[src/rtl/brq_pkg.sv]
// Shared types and helpers for the branch resolve queue: entry layout,
// default fall-through offset and the mispredict check.
package brq_pkg;

    localparam int          GHR_MAX            = 32;
    localparam logic [31:0] FALLTHRU_BYTES_DEF = 32'd8;

    typedef struct packed {
        logic [31:0]        pc;
        logic               pred_take;
        logic [31:0]        pred_target;
        logic [GHR_MAX-1:0] ghr;
    } brq_entry_t;

    // Wrong direction, or right "taken" direction but to the wrong place.
    function automatic logic brq_mispredict(input logic        pred_take,
                                            input logic [31:0] pred_target,
                                            input logic        res_take,
                                            input logic [31:0] res_target);
        return (pred_take != res_take) | (res_take & (pred_target != res_target));
    endfunction

endpackage

[src/rtl/branch_resolve_queue_if.sv]
// Predictor/datapath <-> branch resolve queue bundle. Optional perf counters
// appear when BRQ_PERF_CNT_EN is defined.
interface branch_resolve_queue_if #(parameter int GHR_LENGTH = 8);
    logic                  enq_valid;
    logic [31:0]           enq_pc;
    logic                  enq_pred_take;
    logic [31:0]           enq_pred_target;
    logic [GHR_LENGTH-1:0] enq_ghr;
    logic                  res_valid;
    logic                  res_take;
    logic [31:0]           res_target;
    logic                  full;
    logic                  redirect_valid;
    logic [31:0]           redirect_pc;
    logic [GHR_LENGTH-1:0] ghr_restore;
    logic                  upd_valid;
    logic [31:0]           upd_pc;
    logic                  upd_take;
    logic [GHR_LENGTH-1:0] upd_ghr;
    logic                  err_underflow;
`ifdef BRQ_PERF_CNT_EN
    logic [31:0]           perf_branches;
    logic [31:0]           perf_mispred;
`endif

    modport master (
        output enq_valid, enq_pc, enq_pred_take, enq_pred_target, enq_ghr,
               res_valid, res_take, res_target,
        input  full, redirect_valid, redirect_pc, ghr_restore,
               upd_valid, upd_pc, upd_take, upd_ghr, err_underflow
`ifdef BRQ_PERF_CNT_EN
      , input  perf_branches, perf_mispred
`endif
    );

    modport slave (
        input  enq_valid, enq_pc, enq_pred_take, enq_pred_target, enq_ghr,
               res_valid, res_take, res_target,
        output full, redirect_valid, redirect_pc, ghr_restore,
               upd_valid, upd_pc, upd_take, upd_ghr, err_underflow
`ifdef BRQ_PERF_CNT_EN
      , output perf_branches, perf_mispred
`endif
    );
endinterface

[src/rtl/brq_fifo.sv]
// Circular buffer of in-flight branches with a squash that empties it while
// the head entry is being popped.
module brq_fifo #(
    parameter int DEPTH = 4,
    parameter int W     = 8
) (
    input  logic         clk,
    input  logic         rst,
    input  logic         push,
    input  logic [W-1:0] wdata,
    input  logic         pop,
    input  logic         squash,
    output logic [W-1:0] rdata,
    output logic         full,
    output logic         empty
);
    localparam int PW = $clog2(DEPTH);

    logic [W-1:0]  mem_q [DEPTH];
    logic [PW-1:0] head_q, head_d, tail_q, tail_d;
    logic [PW:0]   count_q, count_d;
    logic          do_push, do_pop;

    assign full    = (count_q == (PW+1)'(DEPTH));
    assign empty   = (count_q == '0);
    assign rdata   = mem_q[head_q];
    // A squashing cycle is a wrong-path cycle, so its enqueue never lands.
    assign do_push = push & ~full & ~squash;
    assign do_pop  = pop & ~empty;

    always_comb begin
        head_d  = head_q + PW'(do_pop);
        tail_d  = tail_q + PW'(do_push);
        count_d = count_q + (PW+1)'(do_push) - (PW+1)'(do_pop);
        if (squash) begin
            tail_d  = head_q + PW'(1);
            count_d = '0;
        end
    end

    always_ff @(posedge clk) begin
        if (rst) begin
            head_q  <= '0;
            tail_q  <= '0;
            count_q <= '0;
        end else begin
            head_q  <= head_d;
            tail_q  <= tail_d;
            count_q <= count_d;
        end
    end

    always_ff @(posedge clk) begin
        if (do_push) mem_q[tail_q] <= wdata;
    end
endmodule

[src/rtl/branch_resolve_queue.sv]
// Records D-stage predictions, checks them at E resolve and drives the
// registered M-stage redirect and predictor update. BRQ_PERF_CNT_EN adds counters.
module branch_resolve_queue
    import brq_pkg::*;
#(
    parameter int          DEPTH          = 4,
    parameter int          GHR_LENGTH     = 8,
    parameter logic [31:0] FALLTHRU_BYTES = FALLTHRU_BYTES_DEF
) (
    input  logic                   clk,
    input  logic                   rst,
    branch_resolve_queue_if.slave  bus
);
    brq_entry_t            wr_entry, head_entry;
    logic                  fifo_full, fifo_empty, res_fire, mispred;
    logic [GHR_LENGTH-1:0] ghr_shift;
    logic                  unused_ghr;

    logic                  redirect_valid_q, redirect_valid_d;
    logic [31:0]           redirect_pc_q, redirect_pc_d;
    logic [GHR_LENGTH-1:0] ghr_restore_q, ghr_restore_d;
    logic                  upd_valid_q, upd_valid_d;
    logic [31:0]           upd_pc_q, upd_pc_d;
    logic                  upd_take_q, upd_take_d;
    logic [GHR_LENGTH-1:0] upd_ghr_q, upd_ghr_d;
    logic                  err_underflow_q, err_underflow_d;

    always_comb begin
        wr_entry.pc          = bus.enq_pc;
        wr_entry.pred_take   = bus.enq_pred_take;
        wr_entry.pred_target = bus.enq_pred_target;
        wr_entry.ghr         = GHR_MAX'(bus.enq_ghr);
    end

    assign res_fire  = bus.res_valid & ~fifo_empty;
    assign mispred   = res_fire & brq_mispredict(head_entry.pred_take, head_entry.pred_target,
                                                 bus.res_take, bus.res_target);
    assign ghr_shift = {head_entry.ghr[GHR_LENGTH-2:0], bus.res_take};
    assign unused_ghr = ^head_entry.ghr;

    brq_fifo #(.DEPTH(DEPTH), .W($bits(brq_entry_t))) u_fifo (
        .clk    (clk),
        .rst    (rst),
        .push   (bus.enq_valid),
        .wdata  (wr_entry),
        .pop    (res_fire),
        .squash (mispred),
        .rdata  (head_entry),
        .full   (fifo_full),
        .empty  (fifo_empty)
    );

    // Payloads are zeroed when their strobe is low so every output is a clean pulse.
    always_comb begin
        redirect_valid_d = mispred;
        redirect_pc_d    = '0;
        ghr_restore_d    = '0;
        if (mispred) begin
            redirect_pc_d = bus.res_take ? bus.res_target : head_entry.pc + FALLTHRU_BYTES;
            ghr_restore_d = ghr_shift;
        end
        upd_valid_d     = res_fire;
        upd_pc_d        = res_fire ? head_entry.pc : '0;
        upd_take_d      = res_fire & bus.res_take;
        upd_ghr_d       = res_fire ? head_entry.ghr[GHR_LENGTH-1:0] : '0;
        err_underflow_d = err_underflow_q | (bus.res_valid & fifo_empty);
    end

    always_ff @(posedge clk) begin
        if (rst) begin
            redirect_valid_q <= 1'b0;
            redirect_pc_q    <= '0;
            ghr_restore_q    <= '0;
            upd_valid_q      <= 1'b0;
            upd_pc_q         <= '0;
            upd_take_q       <= 1'b0;
            upd_ghr_q        <= '0;
            err_underflow_q  <= 1'b0;
        end else begin
            redirect_valid_q <= redirect_valid_d;
            redirect_pc_q    <= redirect_pc_d;
            ghr_restore_q    <= ghr_restore_d;
            upd_valid_q      <= upd_valid_d;
            upd_pc_q         <= upd_pc_d;
            upd_take_q       <= upd_take_d;
            upd_ghr_q        <= upd_ghr_d;
            err_underflow_q  <= err_underflow_d;
        end
    end

    assign bus.full           = fifo_full;
    assign bus.redirect_valid = redirect_valid_q;
    assign bus.redirect_pc    = redirect_pc_q;
    assign bus.ghr_restore    = ghr_restore_q;
    assign bus.upd_valid      = upd_valid_q;
    assign bus.upd_pc         = upd_pc_q;
    assign bus.upd_take       = upd_take_q;
    assign bus.upd_ghr        = upd_ghr_q;
    assign bus.err_underflow  = err_underflow_q;

`ifdef BRQ_PERF_CNT_EN
    logic [31:0] perf_branches_q, perf_branches_d, perf_mispred_q, perf_mispred_d;

    always_comb begin
        perf_branches_d = perf_branches_q;
        perf_mispred_d  = perf_mispred_q;
        if (res_fire & ~&perf_branches_q) perf_branches_d = perf_branches_q + 32'd1;
        if (mispred & ~&perf_mispred_q)   perf_mispred_d  = perf_mispred_q + 32'd1;
    end

    always_ff @(posedge clk) begin
        if (rst) begin
            perf_branches_q <= '0;
            perf_mispred_q  <= '0;
        end else begin
            perf_branches_q <= perf_branches_d;
            perf_mispred_q  <= perf_mispred_d;
        end
    end

    assign bus.perf_branches = perf_branches_q;
    assign bus.perf_mispred  = perf_mispred_q;
`endif
endmodule
[src/flat_wrapper.sv]
// flat-port wrapper written by rule: the top's interface ports become plain ports
module branch_resolve_queue_flat import brq_pkg::*;
#(
    parameter int          DEPTH          = 4,
    parameter int          GHR_LENGTH     = 8,
    parameter logic [31:0] FALLTHRU_BYTES = FALLTHRU_BYTES_DEF
)
  (clk, rst, bus_enq_valid, bus_enq_pc, bus_enq_pred_take, bus_enq_pred_target, bus_enq_ghr, bus_res_valid, bus_res_take, bus_res_target, bus_full, bus_redirect_valid, bus_redirect_pc, bus_ghr_restore, bus_upd_valid, bus_upd_pc, bus_upd_take, bus_upd_ghr, bus_err_underflow);
  branch_resolve_queue_if #(.GHR_LENGTH(GHR_LENGTH)) bus_i ();
  input  logic clk;
  input  logic rst;
  input wire logic [$bits(bus_i.enq_valid)-1:0] bus_enq_valid;
  input wire logic [$bits(bus_i.enq_pc)-1:0] bus_enq_pc;
  input wire logic [$bits(bus_i.enq_pred_take)-1:0] bus_enq_pred_take;
  input wire logic [$bits(bus_i.enq_pred_target)-1:0] bus_enq_pred_target;
  input wire logic [$bits(bus_i.enq_ghr)-1:0] bus_enq_ghr;
  input wire logic [$bits(bus_i.res_valid)-1:0] bus_res_valid;
  input wire logic [$bits(bus_i.res_take)-1:0] bus_res_take;
  input wire logic [$bits(bus_i.res_target)-1:0] bus_res_target;
  output wire logic [$bits(bus_i.full)-1:0] bus_full;
  output wire logic [$bits(bus_i.redirect_valid)-1:0] bus_redirect_valid;
  output wire logic [$bits(bus_i.redirect_pc)-1:0] bus_redirect_pc;
  output wire logic [$bits(bus_i.ghr_restore)-1:0] bus_ghr_restore;
  output wire logic [$bits(bus_i.upd_valid)-1:0] bus_upd_valid;
  output wire logic [$bits(bus_i.upd_pc)-1:0] bus_upd_pc;
  output wire logic [$bits(bus_i.upd_take)-1:0] bus_upd_take;
  output wire logic [$bits(bus_i.upd_ghr)-1:0] bus_upd_ghr;
  output wire logic [$bits(bus_i.err_underflow)-1:0] bus_err_underflow;
  assign bus_i.enq_valid = bus_enq_valid;
  assign bus_i.enq_pc = bus_enq_pc;
  assign bus_i.enq_pred_take = bus_enq_pred_take;
  assign bus_i.enq_pred_target = bus_enq_pred_target;
  assign bus_i.enq_ghr = bus_enq_ghr;
  assign bus_i.res_valid = bus_res_valid;
  assign bus_i.res_take = bus_res_take;
  assign bus_i.res_target = bus_res_target;
  assign bus_full = bus_i.full;
  assign bus_redirect_valid = bus_i.redirect_valid;
  assign bus_redirect_pc = bus_i.redirect_pc;
  assign bus_ghr_restore = bus_i.ghr_restore;
  assign bus_upd_valid = bus_i.upd_valid;
  assign bus_upd_pc = bus_i.upd_pc;
  assign bus_upd_take = bus_i.upd_take;
  assign bus_upd_ghr = bus_i.upd_ghr;
  assign bus_err_underflow = bus_i.err_underflow;
  branch_resolve_queue #(.DEPTH(DEPTH), .GHR_LENGTH(GHR_LENGTH), .FALLTHRU_BYTES(FALLTHRU_BYTES)) u_core (.clk(clk), .rst(rst), .bus(bus_i));
endmodule
[config.mk]
export PLATFORM = sky130hd
export DESIGN_NAME = branch_resolve_queue_flat
export DESIGN_NICKNAME = d
export VERILOG_FILES = /design/src/rtl/brq_pkg.sv /design/src/rtl/branch_resolve_queue_if.sv /design/src/rtl/brq_fifo.sv /design/src/rtl/branch_resolve_queue.sv /design/src/flat_wrapper.sv
export SDC_FILE = /design/constraint.sdc
export NUM_CORES = 1
export LEC_CHECK = 0
export BUFFER_PORTS_ARGS = -buffer_cell sky130_fd_sc_hd__buf_2
export CELL_PAD_IN_SITES_DETAIL_PLACEMENT = 2
export CELL_PAD_IN_SITES_GLOBAL_PLACEMENT = 2
export CORE_ASPECT_RATIO = 0.8
export CORE_MARGIN = 3
export CORE_UTILIZATION = 49
export CTS_CLUSTER_SIZE = 25
export DETAILED_ROUTE_END_ITERATION = 7
export HOLD_SLACK_MARGIN = 0.15
export PLACE_DENSITY = 0.95
export SYNTH_ARGS = -nofsm -noshare
export SYNTH_HDL_FRONTEND = slang
export SYNTH_HIERARCHICAL = 1
export SYNTH_SLANG_ARGS = --single-unit
[constraint.sdc]
create_clock -name clk -period 32 [get_ports clk]
set_input_delay 3.2 -clock clk [delete_from_list [all_inputs] [get_ports clk]]
set_output_delay 3.2 -clock clk [all_outputs]
set_load 0.005 [all_outputs]
======== After elaboration in Yosys (flattened, before gate mapping) ========
Memory sizes are Yosys's and may differ from the RTL's. A register that Yosys moved wholly into a read port is not among the register bits.
Cells that the tools add are included.
word-level totals
  memories kept ........................... 1
  input bits .............................. 110
  bits in writable memories ............... 292
  register bits after elaboration ......... 91
  output and inout port bits .............. 85
operators by class
  equality and inequality tests ........... 3
  add/subtract/negate cells ............... 6
  muxes and demuxes ....................... 5
  reductions and logical operators ........ 4
  bitwise logic cells ..................... 14
memories
  name                 words  width  rd ports  clocked after Yosys merged registers in  wr ports  RTL line        source
  u_core.u_fifo.mem_q  4      73     1         1                                        1         brq_fifo.sv:19  logic [W-1:0] mem_q [DEPTH];
operator list
  cell                                                              count
  32-bit by 4-bit adder with 32-bit output (second input constant)  1
  32-bit two-way mux                                                1
  32-bit != test                                                    1
  1-bit AND                                                         8
  2-bit OR reduction                                                3
  2-bit by 1-bit adder with 2-bit output                            2
  2-bit two-way mux                                                 2
  1-bit NOT                                                         4
  3-bit by 1-bit adder with 3-bit output                            1
  3-bit == test (second input constant)                             1
  3-bit zero test                                                   1
  3-bit by 1-bit subtractor with 3-bit output                       1
  2-bit by 1-bit adder with 2-bit output (second input constant)    1
  1-bit two-way mux                                                 2
  1-bit OR                                                          2
  1-bit != test                                                     1

======== Longest topological paths before layout ========
  word-level depth ........................ 8
  depth in mapped cells ................... 18
  mapped depth without buffers ............ 14

======== By module ========
The synthesis kept the hierarchy.
by module, submodules not included
  module                instances  sequential area each (sq um)  area each (sq um)  cells each
  brq_fifo              1          11,791.3                      14,362.5           547
  branch_resolve_queue  1          1,681.6                       3,623.5            362

======== Worst setup path after synthesis ========
OpenSTA, ideal clock, no wires.
  kind .................................... input-to-reg
  start point ............................. input bus_res_target[9]
  end point ............................... memory u_core/u_fifo/mem_q[1][0] in the netlist's numbering, enable pin
  arrival ................................. 12.254 ns
  stages .................................. 9
  setup time .............................. 0.692 ns
  required time ........................... 31.308 ns
  slack ................................... 19.055 ns
  cells stage by stage .................... inv_1 > a222oi_1 > nand4b_1 > nor4_1 > clkbuf_1 > nor2_1 > clkbuf_1 > or3b_4 > nor3b_1
on the way
  longest elaborated chain between the ends .. 8
ends and longest elaborated chain
  element                                  RTL line                    source
  start, declared                          flat_wrapper.sv:19          input wire logic [$bits(bus_i.res_target)-1:0] bus_res_target;
  32-bit != test                           brq_pkg.sv:20               return (pred_take != res_take) | (res_take & (pred_target != res_target));
  1-bit AND                                brq_pkg.sv:20
  1-bit OR                                 brq_pkg.sv:20
  1-bit AND                                branch_resolve_queue.sv:36  assign mispred = res_fire & brq_mispredict(head_entry.pred_take, head_entry.pred_target,
  net u_core.mispred                       branch_resolve_queue.sv:15  logic fifo_full, fifo_empty, res_fire, mispred;
  1-bit NOT (no source line)               --
  1-bit AND                                brq_fifo.sv:28              assign do_push = push & ~full & ~squash;
  1-bit two-way mux                        brq_fifo.sv:54              if (do_push) mem_q[tail_q] <= wdata;
  1-bit two-way mux (not written as such)  brq_fifo.sv:54
  end, declared                            brq_fifo.sv:19
The timed path passes the listed nets, and every way through them passes these cells.

======== Worst setup path in the final report ========
  start point ............................. input bus_res_target[23]
  end point ............................... memory u_core/u_fifo/mem_q[3][68] in the netlist's numbering, enable pin
Same word-level chain as after synthesis.

==> summary.txt <==
routability cong.: 0.7906
clock tree buffer depth: 3
dpl ws: 24.40 ns
final worst path period share: 23.25%
CORE AREA: 0.02877 sq mm
status: complete, no violations
total clock sinks: 383
Hold-fix buffers, CTS: 0
Port Buffers: 194
RSZ-0062 raised after global routing: no
Detailed Routing Iterations Pass 1: 5
Max Cap Viol: 0
IO Count: 195
die area: 0.03178 sq mm
Root Driver: clkbuf_16
Post-DRT Antenna Nets: 0
Die Y: 160.0 microns
P per Cell Area: 83.34 mW/mm^2
P&R area growth vs syn: 17.83%
Slew HR: 18.65%
setup violators final: 0
clock skew: 0.01603 ns
Worst-Margin Slew: 1.189 ns
Die X: 198.6 microns
Setup Fix Bufs, Post-CTS: 0
nets: 1107
row cnt: 55
max-slew violations: 0
Final WS setup: 24.56 ns
Routed WL per cell: 35.46 microns
initial antenna violation count: 7
largest net degree at the start of global routing: 54
Vias: 8523
CTS H-tree lvls: 2
most frequent cells in the layout: edfxtp_1, buf_2, dfxtp_1
Post-Route WL: 49.46 mm
Critical Path Fanout Max: 52
fraction of layout cells with a size suffix above 1: 35.29%
Req. time, crit path: 32.17 ns
vias in the first global route: 9547
Syn Std Cell Area: 0.01453 sq mm
DRT iter0 DRCs: 845
Max IR drop VDD: 0.04557 mV
CTS Buf Count: 38
WS Path Type: in -> reg
Post-DP HPWL: 30.98 mm
# DRC: 0
TritonCTS clock tree: yes
Startpoint Class: primary input
first-pass GRT wire length: 71.23 mm
WP data arrival: 7.60 ns
GRT Residual Overflow: 0
YS warnings: 6
minimum clock period: 7.439 ns
Worst-Skew Late Latency: 0.55 ns
Post-Synthesis Cells: 784
most common cell after layout, fill and taps aside: edfxtp_1
DR vias/cell: 6.110
Total GRT Usage: 31.45%
post-CTS sizing: 0
Lkg Pwr: 6.068 nW
syn nets: 898
endpoint type of the worst setup path: flop
Clock transition at path regs: 0.07 ns
endpoints failing hold: 0
setup_tns: 0 ns
syn_area_per_cell: 18.54 sq um
Initial Util: 50.53%
Hold Path Class: reg -> reg
Fmax achieved: 134.4 MHz
## flip-flops by register name (all words and copies together), names as in the netlist
register and cells:
u_core/bus.err_underflow 1, u_core/u_fifo/tail_q 2, u_core/u_fifo/count_q 3, u_core/bus.upd_valid 1
u_core/u_fifo/mem_q 292, u_core/bus.upd_take 1, u_core/bus.redirect_valid 1, u_core/bus.upd_ghr 8
u_core/u_fifo/head_q 2, u_core/bus.ghr_restore 8, u_core/bus.redirect_pc 32, u_core/bus.upd_pc 32
## critical path, stage by stage
cell and delay (ns):
buf_2 0.12, xor2_1 0.17, nor4_1 0.76, nand2_1 0.21
nor4_2 0.31, buf_4 0.58, nor2_1 0.30, or3b_4 0.51
inv_2 0.11, and3_4 0.46, buf_4 0.78
## layout make-up
class	count	area [sq um]
sequential	383	10600
multi-input combinational	351	3736
tap	370	462.9
timing repair buffer	207	1069
clock buffer	60	1137
antenna	2	5.005
clock inverter	10	72.57
inverter	12	45.04
fill	2385	11640
## routing by layer
layer	wire length, microns	global-route usage [%]
met5	91	0
met4	1546	9.866
met3	4030	6.939
met2	25420	54.11
met1	18380	40.06
## path summary, 6_finish.rpt
| kind | from | end | slack (ns) | cells after the start |
|---|---|---|---|---|
| setup / recovery | bus_res_target[23] | u_core/u_fifo/mem_q[3][68]$_DFFE_PP_ | 24.56 | 11 |
| hold / removal | u_core/bus.err_underflow$_SDFF_PP0_ | u_core/bus.err_underflow$_SDFF_PP0_ | 0.55 | 2 |
| setup reg to reg | u_core/u_fifo/head_q[0]$_SDFF_PP0_ | u_core/u_fifo/mem_q[3][68]$_DFFE_PP_ | 24.99 | 12 |
| hold reg to reg | u_core/bus.err_underflow$_SDFF_PP0_ | u_core/bus.err_underflow$_SDFF_PP0_ | 0.55 | 2 |
## through the flow
step,total power (W),cell area [sq um],std cells,util (%),hold slack [ns]
2_1_floorplan,0.0008486,14530,784,-,0.4604
3_3_place_gp,0.0009344,15910,1323,55.31,0.4554
3_5_place_dp,0.0009702,15910,1323,55.31,0.5230
4_1_cts,0.001434,17120,1393,59.52,0.5516
5_1_grt,0.001476,17120,1393,59.52,0.5818
6_report,0.001427,17130,1395,59.53,0.5487
## report_power, final
part	internal, W	switching, W	total (W)
Sequential	0.000628	0.0000418	0.000670
Combinational	0.000112	0.000195	0.000306
Clock	0.000253	0.000198	0.000451
Total	0.000993	0.000434	0.00143
Note: power is estimated with default switching activity, not from simulation.
